--- src/rtl/dma_pkg.sv ---
// Shared types and constants for the multi-channel DMA engine.
package dma_pkg;

  // Engine sequencing: arbitrate, load channel context, then alternate read/write per byte.
  typedef enum logic [1:0] {
    IDLE  = 2'd0,
    LOAD  = 2'd1,
    READ  = 2'd2,
    WRITE = 2'd3
  } dma_state_t;

  localparam int DEF_NCH      = 2;
  localparam int DEF_AW       = 13;
  localparam int DEF_LW       = 8;
  localparam int DEF_LEN_UNIT = 16;

  // Byte counter width: a full length in units expanded to bytes.
  function automatic int cnt_w(input int lw, input int len_unit);
    return lw + $clog2(len_unit);
  endfunction

endpackage

--- src/rtl/rr_arbiter.sv ---
// Combinational round-robin picker: lowest-index requester at or after last_grant+1, wrapping.
module rr_arbiter #(
  parameter int NCH = 2,
  parameter int IW  = 1
) (
  input  logic [NCH-1:0] req,
  input  logic [IW-1:0]  last_grant,
  input  logic           en,
  output logic [NCH-1:0] gnt,
  output logic [IW-1:0]  gnt_idx
);

  logic          found;
  logic [IW-1:0] idx;

  // Scan channels in rotated order starting just past the previous winner.
  always_comb begin
    gnt     = '0;
    gnt_idx = '0;
    found   = 1'b0;
    idx     = '0;
    for (int k = 1; k <= NCH; k++) begin
      idx = IW'((int'(last_grant) + k) % NCH);
      if (en && !found && req[idx]) begin
        found      = 1'b1;
        gnt[idx]   = 1'b1;
        gnt_idx    = idx;
      end
    end
  end

endmodule

--- src/rtl/dma_mc.sv ---
// Multi-channel block-copy DMA: NCH channels share one 8-bit bus port, served round-robin.
module dma_mc
  import dma_pkg::*;
#(
  parameter int NCH      = DEF_NCH,
  parameter int AW       = DEF_AW,
  parameter int LW       = DEF_LW,
  parameter int LEN_UNIT = DEF_LEN_UNIT
) (
  input  logic              clk,
  input  logic              reset_n,
  input  logic              rdy,
  input  logic [NCH-1:0]    start,
  input  logic [NCH*AW-1:0] src_addr,
  input  logic [NCH*AW-1:0] dst_addr,
  input  logic [NCH*LW-1:0] length,
  input  logic [NCH-1:0]    dir,
  input  logic [NCH-1:0]    fill,
  input  logic [NCH-1:0]    irq_ack,
  output logic [AW-1:0]     addr,
  input  logic [7:0]        din,
  output logic [7:0]        dout,
  output logic              write,
  output logic              sel,
  output logic [NCH-1:0]    busy,
  output logic [NCH-1:0]    done
);

  localparam int IW = (NCH > 1) ? $clog2(NCH) : 1;
  localparam int CW = cnt_w(LW, LEN_UNIT);
  localparam int UB = $clog2(LEN_UNIT);

  // Per-channel views of the packed configuration buses.
  logic [AW-1:0] src_a [NCH];
  logic [AW-1:0] dst_a [NCH];
  logic [LW-1:0] len_a [NCH];

  dma_state_t    state_reg, state_next;
  logic [IW-1:0] cur_reg, cur_next;
  logic [IW-1:0] last_grant_reg, last_grant_next;
  logic [AW-1:0] rd_ptr_reg, rd_ptr_next;
  logic [AW-1:0] wr_ptr_reg, wr_ptr_next;
  logic [CW-1:0] count_reg, count_next;
  logic          dir_reg, dir_next;
  logic          fill_reg, fill_next;
  logic [NCH-1:0] pending_reg, pending_next;
  logic [NCH-1:0] done_reg, done_next;
  logic [NCH-1:0] start_d_reg;
  logic [NCH-1:0] start_rise;
  logic [NCH-1:0] done_set;
  logic [NCH-1:0] gnt;
  logic [IW-1:0]  gnt_idx;
  logic           arb_en;

  genvar gi;
  generate
    for (gi = 0; gi < NCH; gi++) begin : g_chan
      assign src_a[gi] = src_addr[gi*AW +: AW];
      assign dst_a[gi] = dst_addr[gi*AW +: AW];
      assign len_a[gi] = length[gi*LW +: LW];
      // A channel is busy from arm until its last byte retires.
      assign busy[gi]  = pending_reg[gi] |
                         ((state_reg != IDLE) && (cur_reg == IW'(gi)));
    end
  endgenerate

  assign start_rise = start & ~start_d_reg;
  assign arb_en     = rdy && (state_reg == IDLE);
  assign done       = done_reg;

  rr_arbiter #(
    .NCH (NCH),
    .IW  (IW)
  ) u_arb (
    .req        (pending_reg),
    .last_grant (last_grant_reg),
    .en         (arb_en),
    .gnt        (gnt),
    .gnt_idx    (gnt_idx)
  );

  // Next-state logic: edge capture always runs; sequencing only advances with rdy.
  always_comb begin
    state_next      = state_reg;
    cur_next        = cur_reg;
    last_grant_next = last_grant_reg;
    rd_ptr_next     = rd_ptr_reg;
    wr_ptr_next     = wr_ptr_reg;
    count_next      = count_reg;
    dir_next        = dir_reg;
    fill_next       = fill_reg;
    done_set        = '0;
    // Re-arming a busy channel is ignored so a running transfer is never queued twice.
    pending_next    = pending_reg | (start_rise & ~busy);

    if (rdy) begin
      case (state_reg)
        IDLE: begin
          if (|pending_reg) begin
            state_next      = LOAD;
            cur_next        = gnt_idx;
            last_grant_next = gnt_idx;
            pending_next    = pending_next & ~gnt;
          end
        end
        LOAD: begin
          dir_next    = dir[cur_reg];
          fill_next   = fill[cur_reg];
          rd_ptr_next = dir[cur_reg] ? src_a[cur_reg] : dst_a[cur_reg];
          wr_ptr_next = dir[cur_reg] ? dst_a[cur_reg] : src_a[cur_reg];
          count_next  = CW'(len_a[cur_reg]) << UB;
          if (len_a[cur_reg] == '0) begin
            state_next        = IDLE;
            done_set[cur_reg] = 1'b1;
          end else begin
            state_next = READ;
          end
        end
        READ: begin
          state_next = WRITE;
        end
        WRITE: begin
          wr_ptr_next = wr_ptr_reg + AW'(1);
          rd_ptr_next = rd_ptr_reg + AW'(!fill_reg);
          count_next  = count_reg - CW'(1);
          if (count_reg == CW'(1)) begin
            state_next        = IDLE;
            done_set[cur_reg] = 1'b1;
          end else begin
            state_next = READ;
          end
        end
      endcase
    end

    // A completion in the same cycle as an ack must not be lost.
    done_next = (done_reg & ~irq_ack) | done_set;
  end

  // State and context registers; reset abandons any transfer without flagging done.
  always_ff @(posedge clk or negedge reset_n) begin
    if (!reset_n) begin
      state_reg      <= IDLE;
      cur_reg        <= '0;
      last_grant_reg <= IW'(NCH - 1);
      rd_ptr_reg     <= '0;
      wr_ptr_reg     <= '0;
      count_reg      <= '0;
      dir_reg        <= 1'b0;
      fill_reg       <= 1'b0;
      pending_reg    <= '0;
      done_reg       <= '0;
      start_d_reg    <= '0;
    end else begin
      state_reg      <= state_next;
      cur_reg        <= cur_next;
      last_grant_reg <= last_grant_next;
      rd_ptr_reg     <= rd_ptr_next;
      wr_ptr_reg     <= wr_ptr_next;
      count_reg      <= count_next;
      dir_reg        <= dir_next;
      fill_reg       <= fill_next;
      pending_reg    <= pending_next;
      done_reg       <= done_next;
      start_d_reg    <= start;
    end
  end

  // Bus outputs decoded from state; everything drops to 0 while the bus is not granted.
  always_comb begin
    addr  = '0;
    write = 1'b0;
    dout  = '0;
    if (rdy) begin
      if (state_reg == READ) begin
        addr = rd_ptr_reg;
      end else if (state_reg == WRITE) begin
        addr  = wr_ptr_reg;
        write = 1'b1;
        dout  = din;
      end
    end
  end

  // Bus-mux select follows the active channel's direction; LOAD shows the live bit being sampled.
  always_comb begin
    sel = 1'b0;
    if (state_reg == LOAD) begin
      sel = dir[cur_reg];
    end else if (state_reg != IDLE) begin
      sel = dir_reg;
    end
  end

endmodule

--- config.mk ---
export PLATFORM = sky130hd
export DESIGN_NAME = dma_mc
export DESIGN_NICKNAME = d
export VERILOG_FILES = /design/src/rtl/dma_pkg.sv /design/src/rtl/rr_arbiter.sv /design/src/rtl/dma_mc.sv
export SDC_FILE = /design/constraint.sdc
export NUM_CORES = 1
export LEC_CHECK = 0
export BUFFER_PORTS_ARGS = -buffer_cell sky130_fd_sc_hd__buf_2
export CAP_MARGIN = 25
export CORE_MARGIN = 2
export CORE_UTILIZATION = 53
export CTS_CLUSTER_DIAMETER = 80
export DETAILED_ROUTE_END_ITERATION = 8
export PLACE_DENSITY = 0.78
export SLEW_MARGIN = 20
export SYNTH_ARGS = -nofsm -noshare
export SYNTH_HDL_FRONTEND = slang
export SYNTH_SLANG_ARGS = --single-unit
--- constraint.sdc ---
create_clock -name clk -period 2.25 [get_ports clk]
set_clock_uncertainty 0.05 [all_clocks]
set_input_delay 0.3375 -clock clk [delete_from_list [all_inputs] [get_ports clk]]
set_output_delay 0.3375 -clock clk [all_outputs]
set_load 0.02 [all_outputs]
Word-level counts from Yosys, hierarchy flattened. Cells that the tools add are included.

Flip-flop bits (word level): 50. Input bits: 87. Output and inout bits: 27.

$add $sub $neg: 5. Order comparisons: 7. Equality and inequality tests: 5. Multiplexer cells: 55. Bitwise gates (word level): 15. Reduce and logical (&&, ||, !) cells: 20.

Operators with widths (number): $mux W13 (11); $pmux W13 S2 (2); $mux W8 (6); $pmux W12 S2 (1); $mux W2 (11); $mux W1 (19); $add A13 B1 Y13 (1); $add A13 B1 Y13 const B (1); $eq A12 B1 Y1 const B (1); $sub A12 B1 Y12 const B (1); $logic_and A1 B1 Y1 (9); $and A2 B2 Y2 (4); $logic_not A8 Y1 (1); $not A2 Y2 (4); $pmux W2 S4 (1); $lt A1 B2 Y1 const B (3); $or A2 B2 Y2 (3); $reduce_and A2 Y1 (3); $eq A2 B2 Y1 const B (2); $pmux W2 S2 (1); $reduce_bool A2 Y1 (2); $demux W1 S1 (3); $ge A1 B1 Y1 const B (3); $reduce_and A3 Y1 (1); other kinds (10) (13).

Logic depth before layout (Yosys ltp).
Word-level depth: 14. Mapped depth: 7.

Cells and area by module. Synthesis repeated with hierarchy kept, for this count alone.

Cell total of the unflattened synthesis: 467. Area total of the unflattened synthesis: 4063.9 um2.

By module, submodules not included: dma_mc (instances 1, cells an instance 461, area an instance 4037.6 um2, sequential area each 1252.5 um2); rr_arbiter (instances 1, cells an instance 6, area an instance 26.3 um2, sequential area each 0.0 um2).

Worst setup path after synthesis. No wires, ideal clock.

Path type: in2out. Start: in dir[0]. End: out sel. Arrival time: 1678 ps. Slack: 184 ps. Cell stages on the path: 6. Buffers on the path: 3. Cell sequence: buf_2 > buf_2 > buf_2 > mux2_2 > nand2_1 > o21ai_0.

Cells in the longest elaborated chain, start to end: 3.

Ends and longest elaborated chain: start, declared (RTL line dma_mc.sv:17) `input logic [NCH-1:0] dir,`; $mux W1 (implied by the code) (2 in series) (RTL line dma_mc.sv:189) `sel = dir[cur_reg];`; $mux W1 (RTL line dma_mc.sv:188) `if (state_reg == LOAD) begin`; end, declared (RTL line dma_mc.sv:24) `output logic sel,`.

Every way passes these cells. The select of a mux whose other input is x is not followed.

Final worst setup path.
Start: reg state_reg[0]. End: out write.

Cells in the longest elaborated chain, start to end: 4. Elaborated cells between the ends (all ways): 5. Classes of those cells: eq/ne: 2; mux: 3.

Ends and longest elaborated chain: start, declared (RTL line dma_mc.sv:38) `dma_state_t state_reg, state_next;`; start signal, assigned (RTL line dma_mc.sv:155) `state_reg <= state_next;`; $eq A2 B2 Y1 (RTL line dma_mc.sv:177) `end else if (state_reg == WRITE) begin`; $mux W1 (RTL line dma_mc.sv:177); $mux W1 (*) (RTL line dma_mc.sv:175) `if (state_reg == READ) begin`; $mux W1 (*) (RTL line dma_mc.sv:174) `if (rdy) begin`; end, declared (RTL line dma_mc.sv:23) `output logic write,`.

Mark *: on every way between the ends. The rest lies on a longest branch, timed or not.

==> impl_metrics.xml <==
<?xml version="1.0" encoding="UTF-8"?>
<metrics>
  <group name="floorplan">
    <metric name="chipHeight" unit="um">91.6</metric>
    <metric name="die_area" unit="um^2">8390</metric>
    <metric name="floorplan.core_area" unit="um^2">7330</metric>
    <metric name="initial_util" unit="%">55.5</metric>
    <metric name="rows" unit="">31</metric>
    <metric name="die_width" unit="um">91.6</metric>
    <metric name="ios" unit="">114</metric>
  </group>
  <group name="detailed_routing">
    <metric name="drtPass1Iterations" unit="">5</metric>
    <metric name="detailed_route_wire_length" unit="um">12400</metric>
    <metric name="drc" unit="">0</metric>
    <metric name="post_drt_wl_per_cell" unit="um">18.2</metric>
    <metric name="initialDrtViolationCount" unit="">386</metric>
    <metric name="detailroute.via_count" unit="">4241</metric>
    <metric name="ant_nets" unit="">0</metric>
    <metric name="route.detailed.vias_per_inst" unit="">6.23</metric>
  </group>
  <group name="final_layout">
    <metric name="finalNetCount" unit="">673</metric>
    <metric name="final_layout_size_suffix_gt1_share" unit="%">27.5</metric>
    <metric name="regArea" unit="um^2">1250</metric>
    <metric name="area_of_combinational_cells_with_multiple_inputs" unit="um^2">2580</metric>
    <metric name="diodes" unit="">0</metric>
    <metric name="synthToLayoutAreaGrowth" unit="%">20.4</metric>
    <metric name="final_core_util" unit="%">66.8</metric>
    <metric name="fillerInstances" unit="">613</metric>
  </group>
  <group name="clocking">
    <metric name="clockBufferDepth" unit="">2</metric>
    <metric name="clk_transition_reported_paths" unit="ns">0.10</metric>
    <metric name="cells_resized_by_post_cts_repair" unit="">0</metric>
    <metric name="root_buffer_cell" unit="">sky130_fd_sc_hd__clkbuf_8</metric>
    <metric name="cts.sinks" unit="">50</metric>
    <metric name="worstSkewPairLatency" unit="ns">0.31</metric>
    <metric name="h_tree_depth_reported_by_cts" unit="">2</metric>
    <metric name="cts_tree" unit="">yes</metric>
    <metric name="hold_buffer_count_at_cts" unit="">0</metric>
    <metric name="postCtsSetupRepairBufs" unit="">0</metric>
    <metric name="tritoncts.num_buffers" unit="">5</metric>
  </group>
  <group name="pwr">
    <metric name="ir_drop" unit="mV">0.479</metric>
    <metric name="p_leak" unit="uW">0.00228</metric>
    <metric name="part_of_the_total_power_dissipated_in_the_clock_network" unit="%">15.1</metric>
    <metric name="sw_frac_of_total" unit="%">45.9</metric>
    <metric name="switching_pwr" unit="uW">2410</metric>
    <metric name="cellInternalPower" unit="uW">2850</metric>
    <metric name="power_density" unit="nW/um^2">1070</metric>
    <metric name="seq_power_share" unit="%">32.2</metric>
    <metric name="p_comb_share" unit="%">52.7</metric>
  </group>
  <group name="grt">
    <metric name="grt_pass1_wl" unit="um">20100</metric>
    <metric name="grt_pass1_vias" unit="">4124</metric>
    <metric name="globalRouteOverflowTotal" unit="">0</metric>
    <metric name="grt_util_all_layers" unit="%">29.8</metric>
    <metric name="grt_antenna_before_repair" unit="">0</metric>
    <metric name="largest_net_degree_at_the_start_of_global_routing" unit="">42</metric>
  </group>
  <group name="synthesis">
    <metric name="synth_ff_type" unit="">sky130_fd_sc_hd__dfrtp_1</metric>
    <metric name="ys_warn_count" unit="">0</metric>
    <metric name="synth-edff-count" unit="">0</metric>
    <metric name="async_reset_ff_share" unit="%">100</metric>
    <metric name="yosys.cell_types.count" unit="">59</metric>
    <metric name="avgSynthCellArea" unit="um^2">8.53</metric>
    <metric name="yosysTopAreaCellShare" unit="%">30.1</metric>
    <metric name="synth_seq_cells" unit="">50</metric>
    <metric name="post-synth-top-area-cell" unit="">sky130_fd_sc_hd__dfrtp_1</metric>
    <metric name="synth.yosys.seq_area_share" unit="%">30.8</metric>
    <metric name="netlist_top_cells_area" unit="">sky130_fd_sc_hd__dfrtp_1 (30%), sky130_fd_sc_hd__mux2i_1 (18%), sky130_fd_sc_hd__a21oi_1 (5.0%)</metric>
    <metric name="number_of_nets_produced_by_synthesis" unit="">569</metric>
    <metric name="synthCells" unit="">477</metric>
    <metric name="synthesis.area" unit="um^2">4070</metric>
  </group>
  <group name="sta">
    <metric name="slew_viol_final" unit="">0</metric>
    <metric name="finalHoldViolCount" unit="">0</metric>
    <metric name="transition_time_at_the_pin_with_the_least_slew_margin" unit="ns">0.697</metric>
    <metric name="grt_setup_unrepaired" unit="">false</metric>
    <metric name="timing.final.crit_share" unit="%">95.8</metric>
    <metric name="finalHoldWorstSlack" unit="ns">0.0191</metric>
    <metric name="max_freq" unit="MHz">464</metric>
    <metric name="final-setup-viol-count" unit="">0</metric>
    <metric name="fin_tns_setup" unit="ns">0</metric>
    <metric name="worst_slew_margin_rel" unit="%">53.6</metric>
    <metric name="layout_min_cycle_time" unit="ns">2.16</metric>
  </group>
  <group name="worst_setup_path">
    <metric name="max_stage_delay" unit="ns">0.54</metric>
    <metric name="worst-endpoint-required" unit="ns">1.86</metric>
    <metric name="ff2ff_setup_slack" unit="ns">0.27</metric>
    <metric name="cp.arrival" unit="ns">1.77</metric>
    <metric name="reg2reg_to" unit="">wr_ptr_reg[12]$_DFFE_PN0P_</metric>
    <metric name="regToRegStartpoint" unit="">wr_ptr_reg[1]$_DFFE_PN0P_</metric>
    <metric name="worstRegToRegCells" unit="">5</metric>
    <metric name="cp_num_buf_inv" unit="">1</metric>
    <metric name="setup.worst_path.class" unit="">reg -&gt; out</metric>
    <metric name="timing.critical_path.from_type" unit="">register</metric>
    <metric name="cp_cell_sequence" unit="">nand2_1, nor2_1, buf_2</metric>
    <metric name="crit_path_top_delay_cell" unit="">sky130_fd_sc_hd__nor2_1</metric>
    <metric name="critical_path_endpoint_category" unit="">primary output</metric>
    <metric name="critical_path_fanouts_max" unit="">9</metric>
    <metric name="worst_path_dominant_cell_family" unit="">simple AND/OR/NAND/NOR gates</metric>
  </group>
  <group name="hold_path">
    <metric name="hold_class" unit="">in -&gt; async</metric>
  </group>
  <group name="place">
    <metric name="numPortBuffers" unit="">113</metric>
    <metric name="final_replace_weighted_congestion" unit="">0.937</metric>
    <metric name="dp_hpwl" unit="um">9270</metric>
  </group>
  <group name="run">
    <metric name="timing.max_cap.violations" unit="">0</metric>
  </group>
  <group name="outcome">
    <metric name="status" unit="">finished, final reports clean</metric>
  </group>
</metrics>
==> through the flow <==
stage,cells,worst slack (ns),cell area (um^2),total power (uW)
3_3_place_gp,673,0.386,4750,4360
4_1_cts,681,0.159,4900,5230
2_1_floorplan,477,0.184,4070,3600
6_report,681,0.0935,4900,5260
5_1_grt,681,0.0608,4900,5630
3_5_place_dp,673,0.316,4750,4420
==> worst max-delay path by stage <==
stage / slack (ns) / startpoint / cells after the start / end
final: 0.09 / state_reg[0]$_DFFE_PN0P_ / 3 / write
after detailed placement: 0.32 / wr_ptr_reg[0]$_DFFE_PN0P_ / 5 / wr_ptr_reg[12]$_DFFE_PN0P_
after global routing: 0.06 / state_reg[0]$_DFFE_PN0P_ / 3 / write
after floorplan: 0.18 / dir[0] / 6 / sel
after CTS: 0.16 / state_reg[0]$_DFFE_PN0P_ / 3 / write
after global placement: 0.39 / wr_ptr_reg[0]$_DFFE_PN0P_ / 5 / wr_ptr_reg[12]$_DFFE_PN0P_
==> cells in the final DEF (no fill, tap or decap), drive strengths merged, types with 4 or more instances in the layout <==
cell type  netlist  layout
a21oi           41      41
nand4            6       6
nand2           40      40
mux2            13      13
nand3           19      19
ha               5       5
a211o            4       4
a31oi            5       5
a211oi          16      16
mux2i           75      75
nor3             7       7
nand2b           4       4
o21ai           16      16
inv             14      14
nor2            34      34
nor2b           10      10
and3            11      11
nor4             8       8
clkbuf          21       6
dfrtp           49      49
and2             4       4
o32a             4       4
o22ai           15      15
buf             16     134
a311oi           4       4
==> routing by layer <==
metal	vias up	share of wire, %	track usage [%]
li1	2003	-	-
met2	192	47	49.3
met5	-	0	0
met4	0	2.5	9.97
met1	2020	42	39.8
met3	26	8.1	4.73
==> cells in the mapped netlist, types with 12 or more instances <==
library cell                n
sky130_fd_sc_hd__mux2i_1   75
sky130_fd_sc_hd__a211oi_1  16
sky130_fd_sc_hd__mux2_2    12
sky130_fd_sc_hd__inv_1     14
sky130_fd_sc_hd__o21ai_0   14
sky130_fd_sc_hd__nand2_1   39
sky130_fd_sc_hd__clkbuf_1  21
sky130_fd_sc_hd__o22ai_1   15
sky130_fd_sc_hd__dfrtp_1   49
sky130_fd_sc_hd__nand3_1   18
sky130_fd_sc_hd__a21oi_1   41
sky130_fd_sc_hd__nor2_1    33
==> cell type report <==
class                      count  area share [%]
sequential                    50            25.6
clock inverter                 2            1.23
inverter                      15            1.15
multi-input combinational    375            52.8
timing repair buffer         134            15.0
tap                           99            2.53
clock buffer                   6            1.69
==> kinds of logic (layout without fill, tap and decap cells) <==
logic type | count (synthesis) | count (layout) | synth area share, %
simple gates | 153 | 153 | 19.2
compound gates | 129 | 129 | 20.7
buf+inv | 52 | 157 | 5.69
mux | 88 | 88 | 22.1
fa+ha+maj | 5 | 5 | 1.54
flops | 50 | 50 | 30.8
==> power by group through the flow <==
stage                     registers (uW)  logic [uW]  clock network [uW]
final                               1700        2770                 793
after global routing                1760        3030                 841
after CTS                           1680        2740                 800
after detailed placement            1700        2720                   0
after global placement              1680        2680                   0
after floorplan                     1540        2060                   0
No activity file was read; power rests on OpenSTA's default activity.
